$ cat src/rtl/fetch_align.sv
// Fetch aligner: buffers up to three halfwords from word-aligned fetches and frames
// one 16-bit or 32-bit instruction per cycle for decode, including word-straddling ones.
module fetch_align #(
  parameter int                 ADDR_W   = 9,
  parameter logic [ADDR_W-1:0]  RESET_PC = {ADDR_W{1'b0}}
) (
  input  logic              clk,
  input  logic              rst,
  input  logic              mem_valid,
  input  logic [31:0]       mem_word,
  output logic [ADDR_W-1:0] fetch_addr,
  input  logic              redirect,
  input  logic [ADDR_W-1:0] redirect_pc,
  input  logic              stall,
  output logic              inst_valid,
  output logic [31:0]       inst,
  output logic [ADDR_W-1:0] inst_pc,
  output logic              is_compressed
);

  localparam logic [ADDR_W-1:0] PC_STEP_HALF = ADDR_W'(2);
  localparam logic [ADDR_W-1:0] PC_STEP_WORD = ADDR_W'(4);
  localparam logic [ADDR_W-1:0] PC_HALF_MASK = ~ADDR_W'(1);
  localparam logic [ADDR_W-1:0] PC_WORD_MASK = ~ADDR_W'(3);

  logic [47:0]       r_hbuf;
  logic [1:0]        r_count;
  logic [ADDR_W-1:0] r_head_pc;
  logic [ADDR_W-1:0] r_fetch_addr;
  logic              r_skip_lo;

  logic              w_is_c;
  logic              w_inst_valid;
  logic              w_consume;
  logic              w_append;
  logic [47:0]       w_shift;
  logic [1:0]        w_rem;
  logic [47:0]       w_hbuf_nxt;
  logic [1:0]        w_count_nxt;

  assign w_is_c       = (r_hbuf[1:0] != 2'b11);
  assign w_inst_valid = (r_count != 2'd0) && (w_is_c || (r_count >= 2'd2));
  assign w_consume    = w_inst_valid & ~stall & ~redirect;
  // Occupancy is sampled before this cycle's consume, so a full-ish buffer drops the word.
  assign w_append     = mem_valid & ~redirect & (r_count <= 2'd1);

  // Next buffer contents: drop the consumed head, then stack the new word above what remains.
  always_comb begin
    w_shift     = r_hbuf;
    w_rem       = r_count;
    w_hbuf_nxt  = r_hbuf;
    w_count_nxt = r_count;
    if (w_consume) begin
      if (w_is_c) begin
        w_shift = {16'h0000, r_hbuf[47:16]};
        w_rem   = r_count - 2'd1;
      end else begin
        w_shift = {32'h0000_0000, r_hbuf[47:32]};
        w_rem   = r_count - 2'd2;
      end
    end else begin
      w_shift = r_hbuf;
      w_rem   = r_count;
    end
    if (w_append) begin
      if (r_skip_lo) begin
        case (w_rem)
          2'd0:    w_hbuf_nxt = {32'h0000_0000, mem_word[31:16]};
          default: w_hbuf_nxt = {16'h0000, mem_word[31:16], w_shift[15:0]};
        endcase
        w_count_nxt = w_rem + 2'd1;
      end else begin
        case (w_rem)
          2'd0:    w_hbuf_nxt = {16'h0000, mem_word};
          default: w_hbuf_nxt = {mem_word, w_shift[15:0]};
        endcase
        w_count_nxt = w_rem + 2'd2;
      end
    end else begin
      w_hbuf_nxt  = w_shift;
      w_count_nxt = w_rem;
    end
  end

  // Buffer, PC and fetch-pointer state; redirect flushes everything and overrides traffic.
  always_ff @(posedge clk or posedge rst) begin
    if (rst) begin
      r_hbuf       <= 48'h0;
      r_count      <= 2'd0;
      r_head_pc    <= RESET_PC;
      r_fetch_addr <= RESET_PC & PC_WORD_MASK;
      r_skip_lo    <= RESET_PC[1];
    end else if (redirect) begin
      r_hbuf       <= 48'h0;
      r_count      <= 2'd0;
      r_head_pc    <= redirect_pc & PC_HALF_MASK;
      r_fetch_addr <= redirect_pc & PC_WORD_MASK;
      r_skip_lo    <= redirect_pc[1];
    end else begin
      r_hbuf  <= w_hbuf_nxt;
      r_count <= w_count_nxt;
      if (w_consume) begin
        r_head_pc <= r_head_pc + (w_is_c ? PC_STEP_HALF : PC_STEP_WORD);
      end
      if (w_append) begin
        r_fetch_addr <= r_fetch_addr + PC_STEP_WORD;
        r_skip_lo    <= 1'b0;
      end
    end
  end

  assign fetch_addr    = r_fetch_addr;
  assign inst_valid    = w_inst_valid;
  assign inst          = w_is_c ? {16'h0000, r_hbuf[15:0]} : r_hbuf[31:0];
  assign inst_pc       = r_head_pc;
  // An empty buffer reads as zeros, so it must not report a compressed instruction.
  assign is_compressed = (r_count != 2'd0) & w_is_c;

endmodule

$ cat config.mk
export PLATFORM = sky130hd
export DESIGN_NAME = fetch_align
export DESIGN_NICKNAME = d
export VERILOG_FILES = /design/src/rtl/fetch_align.sv
export SDC_FILE = /design/constraint.sdc
export NUM_CORES = 1
export LEC_CHECK = 0
export BUFFER_PORTS_ARGS = -buffer_cell sky130_fd_sc_hd__buf_2
export CORE_UTILIZATION = 55
export CTS_BUF_LIST = sky130_fd_sc_hd__clkbuf_8
export DETAILED_ROUTE_END_ITERATION = 6
export PLACE_DENSITY = 0.82
export SKIP_CTS_REPAIR_TIMING = 1
export SYNTH_ARGS = -nofsm -noshare
export SYNTH_HDL_FRONTEND = slang
export SYNTH_SLANG_ARGS = --single-unit
export TNS_END_PERCENT = 50
$ cat constraint.sdc
create_clock -name clk -period 7.1 [get_ports clk]
set_input_delay 1.065 -clock clk [delete_from_list [all_inputs] [get_ports clk]]
set_output_delay 1.065 -clock clk [all_outputs]
set_load 0.03 [all_outputs]
# Word level (Yosys, flattened, before mapping)
# Cells that the tools add are included.
# totals
ff_bits	69
output_inout_bits	52
wordCells	49
# op_classes
add_sub_neg	6
order_cmp	2
n_eq_ne	1
mux	20
bitwise_logic	7
n_reduce_logical	7
# op_table
operator	count
2-to-1 mux 48 bit	5
2-to-1 mux 32 bit	3
2-to-1 mux 9 bit	4
2-to-1 mux 2 bit	5
adder 9 x 3 -> 9 bit	1
adder 9 x 3 -> 9 bit (second input constant)	1
nonzero test 2 bit	3
AND 1 bit	5
2-to-1 mux 3 bit	1
nonzero test 3 bit	1
adder 2 x 1 -> 2 bit (second input constant)	1
adder 2 bit (second input constant)	1
>= comparator 2 bit (second input constant)	1
less-or-equal comparator 2 x 1 -> 1 bit (second input constant)	1
logical NOT 2 bit	1
2-to-1 mux 1 bit	2
inequality test 2 bit (second input constant)	1
inverter 1 bit	2
subtractor 2 x 1 -> 2 bit (second input constant)	1
subtractor 2 bit (second input constant)	1
logical AND 1 bit	1
logical OR 1 bit	1

# Logic depth before layout (Yosys ltp)
# logic_depth
depth_word	11
ltp_mapped	12

# Least setup slack after synthesis
# Ideal clock, no wire load.
# synth_timing
path_type	in2reg
startpoint	input stall
endpoint	register r_hbuf[20]
t_arrival_ns	3.017
slack_ns	3.995
cell_stages	9
cell_sequence	or2_1 -> o41a_1 -> a21oi_1 -> ha_1 -> nor2b_1 -> clkbuf_1 -> clkbuf_1 -> a22oi_1 -> o211ai_1
# synth_between
elab_chain_cells	9
# synth_rtl
element	line	text
start: declaration	14	input logic stall,
inverter 1 bit *	43	assign w_consume = w_inst_valid & ~stall & ~redirect;
AND 1 bit * (2 in a row)	43	
2-to-1 mux 2 bit	53	if (w_consume) begin
logical NOT 2 bit	67, 73	
2-to-1 mux 48 bit / 2-to-1 mux 32 bit (equally long branches)	73, 67	
2-to-1 mux 48 bit	66	if (r_skip_lo) begin
2-to-1 mux 48 bit	65	if (w_append) begin
2-to-1 mux 48 bit	93	end else if (redirect) begin
end signal: assignment	100	r_hbuf <= w_hbuf_nxt;
end: declaration	26	logic [47:0] r_hbuf;
# Mark *: on every way between the ends. The rest lies on a longest branch, timed or not.
# A chain may end at the register's enable or synchronous reset.

# Final worst setup path
# layout_timing
startpoint	register r_hbuf[1]
endpoint	register r_hbuf[12]
# layout_between
elab_chain_cells	11
# layout_rtl
element	line	text
inequality test 2 bit *	41	assign w_is_c = (r_hbuf[1:0] != 2'b11);
logical OR 1 bit	42	assign w_inst_valid = (r_count != 2'd0) && (w_is_c || (r_count >= 2'd2));
logical AND 1 bit	42	
AND 1 bit (2 in a row)	43	
2-to-1 mux 2 bit	53	
logical NOT 2 bit	67, 73	
2-to-1 mux 48 bit / 2-to-1 mux 32 bit (equally long branches)	73, 67	
2-to-1 mux 48 bit	66	
2-to-1 mux 48 bit *	65	
2-to-1 mux 48 bit *	93	
# Mark *: on every way between the ends. The rest lies on a longest branch, timed or not. The select of a mux whose other input is x is not followed.

==> flow_summary.ini <==
[run_status]
run_status = finished clean

[yosys]
synthArstFlopShare = 1.00
syn_inst = 414
synth_top_flop_cell = dfrtp_1
syn_area_sq_um = 4060
yosysWarnings = 0
syn-mean-instance-area_sq_um = 9.80
ys_ff_latch = 66
synth_edf_count = 0
ys_types = 53
ys_seq_area_frac = 0.407

[critical_path]
slowest_delay_ns = 1.04
rrSetupSlack_ns = 3.11
crit_arrival_ns = 4.26
crit_path_end_kind = register
crit_slowest_cell = and4_1
start_kind = register
reg2reg_depth = 7
critPathBufInv = 0
crit_required_ns = 7.37
path_class = register to register
worstPathCellList = nor4bb_4 > nor2_2 > a21oi_1 > ha_1 > and4_1 > nand2_1 > a21oi_1
critPathTopFamily = simple AND/OR/NAND/NOR gates
cp_max_fo = 32
crit_top_cell = a21oi_1
r2r_end = r_hbuf[12]
rr_startpoint = r_hbuf[1]

[detailed_routing]
drtAntennaViolNets = 0
drc = 0
wl_per_cell_microns = 19.1
drt-total-wl_mm = 11.0
drt_iter0_markers = 279
firstDrtPassIters = 5
viasPerCell = 6.23
via_count = 3580

[timing]
setup_viol = 0
rsz0062_at_grt = false
period_needed_ns = 3.99
post-route-period-util = 0.562
fin_skew_ns = 0.00793
max-slew-margin-rel = 0.166
drv_slew = 0
hold_violations = 0
tightest_slew_ns = 1.25
fin_tns_setup_ns = 0
fmax_mhz = 250

[worst_hold_path]
hp-start = r_hbuf[29]
holdPathStages = 2
hold_class = register to register
min_to = r_hbuf[29]

[finish]
fill_cells = 561
fin_area_sq_um = 4600
fin_nets = 528
antennaDiodeCount = 0
areaGrowthSynthToFinish_pct = 13.5
final_cells = 575
drive_above_1_share = 0.303

[placed_design]
place_inst = 559
place_area_sq_um = 4380
dpl.hpwl_mm = 6.80
io_buffers = 93
place.gp.congestion = 0.843

[global_route]
first_global_vias = 3407
gr-total-overflow = 0
grt_max_degree = 67
antenna_found_initial = 0
track_usage = 0.297
grt_pass1_wl_mm = 17.4

[cts]
cts_root_buffer = clkbuf_8
cts_tree = yes
cts.path.max_buffers = 2
clk_pin_slew_ns = 0.07
clkSinkCount = 66
cts_made_buffers = 9
h-tree-depth = 3
clock_latency_ns = 0.34

[pwr]
pwr_density_cell_nw_per_um2 = 275
power.leakage_uw = 0.00227
peakVddDrop_v = 0.000130

[floorplan]
top_level_ports = 98
die_area_sq_um = 7720
die_w_microns = 87.9
initial_core_util = 0.584
num_rows = 30
core_sq_um = 6940
die_y_microns = 87.9

[flow_run]
max-cap-violations = 0
flip-flops by register name (all words and copies together), names as in the netlist:
signal,flops
fetch_addr,7
inst_pc,8
r_count,2
r_hbuf,48
r_skip_lo,1
power breakdown:
| part | switching (uW) | internal [uW] | total (uW) |
|---|---|---|---|
| registers | 65.8 | 427 | 493 |
| logic | 268 | 156 | 424 |
| clock network | 146 | 205 | 351 |
| total | 479 | 788 | 1270 |
cells in the final DEF (no fill, tap or decap), types with 9 or more instances in the layout:
cell type  instances
a211o_1           17
a21oi_1           45
a22o_1            16
and3_1            17
buf_2             93
clkbuf_8          10
dfrtp_1           66
mux2_2            20
mux2i_1           18
nand2_1           49
nor2_1            10
o21ai_0            9
per-stage QoR:
| stage | total power [uW] | util | hold WS (ns) | setup slack, ns |
|---|---|---|---|---|
| after CTS | 1260 | 0.663 | 0.524 | 3.26 |
| after global placement | 900 | 0.631 | 0.486 | 3.05 |
| after detailed placement | 915 | 0.631 | 0.507 | 2.98 |
| after floorplan | 823 | - | 0.469 | 4.00 |
| after global routing | 1330 | 0.663 | 0.556 | 2.81 |
| final | 1270 | 0.663 | 0.529 | 3.11 |
synthesized netlist by cell type (all sizes together) (2+ instances only):
library cell  count  area share
o211ai            8       0.015
inv               8      0.0074
xor2              3      0.0065
a21oi            45       0.056
o21ai            16       0.020
a22o             16       0.035
buf              37       0.064
nor2             12       0.012
mux2i            18       0.044
and2              2      0.0031
nor3              2      0.0037
and3             17       0.026
nor4              2      0.0031
a31oi             3      0.0046
clkbuf           13       0.012
mux2             20       0.056
or3               3      0.0046
a211o            17       0.037
xnor2             7       0.015
nand2            50       0.048
a22oi             8       0.015
dfrtp            66        0.41
nand4             5       0.011
a221oi            9       0.023
ha                7       0.022
nand3             4      0.0062
layout make-up:
class	count	area [sq um]	area share
clock inverters	6	81.3	0.0177
clock buffers	10	138	0.0299
multi-input cells	292	2090	0.453
well taps	96	120	0.0261
inverters	8	30.0	0.00652
repair buffers	97	495	0.108
flip-flops and latches	66	1650	0.359
cell families after synthesis:
logic type      share of synthesized area
flops                               0.407
compound gates                      0.222
other cells                      0.000924
buf+inv                            0.0830
mux                                0.0999
fa+ha+maj                          0.0265
xor+xnor                           0.0216
simple gates                        0.139
worst max-delay path by stage:
stage                   start         end  slack (ns)  cells after the start
CTS                 r_hbuf[1]  r_hbuf[12]        3.26                      7
global route        r_hbuf[1]  r_hbuf[12]        2.81                      7
global placement     redirect  r_hbuf[12]        3.05                      7
floorplan               stall  r_hbuf[20]        4.00                      9
detailed placement   redirect  r_hbuf[12]        2.98                      7
finish              r_hbuf[1]  r_hbuf[12]        3.11                      7
worst register-to-register path: cells and delay by family, from the launching register on:
kind / cells / cell delay (ns)
compound gates: 2 / 0.49
fa+ha+maj: 1 / 0.25
flops: 1 / 0.95
simple gates: 4 / 2.22
metal layers:
| metal | up-vias | part of all wire | track usage | wire length (microns) |
|---|---|---|---|---|
| li1 | 1616 | - | - | - |
| met1 | 1748 | 0.43 | 0.401 | 4700 |
| met2 | 195 | 0.47 | 0.474 | 5120 |
| met3 | 21 | 0.088 | 0.0726 | 961 |
| met4 | 0 | 0.017 | 0.0909 | 192 |
| met5 | - | 0 | 0 | 0 |
Note: power is estimated with default switching activity, not from simulation.
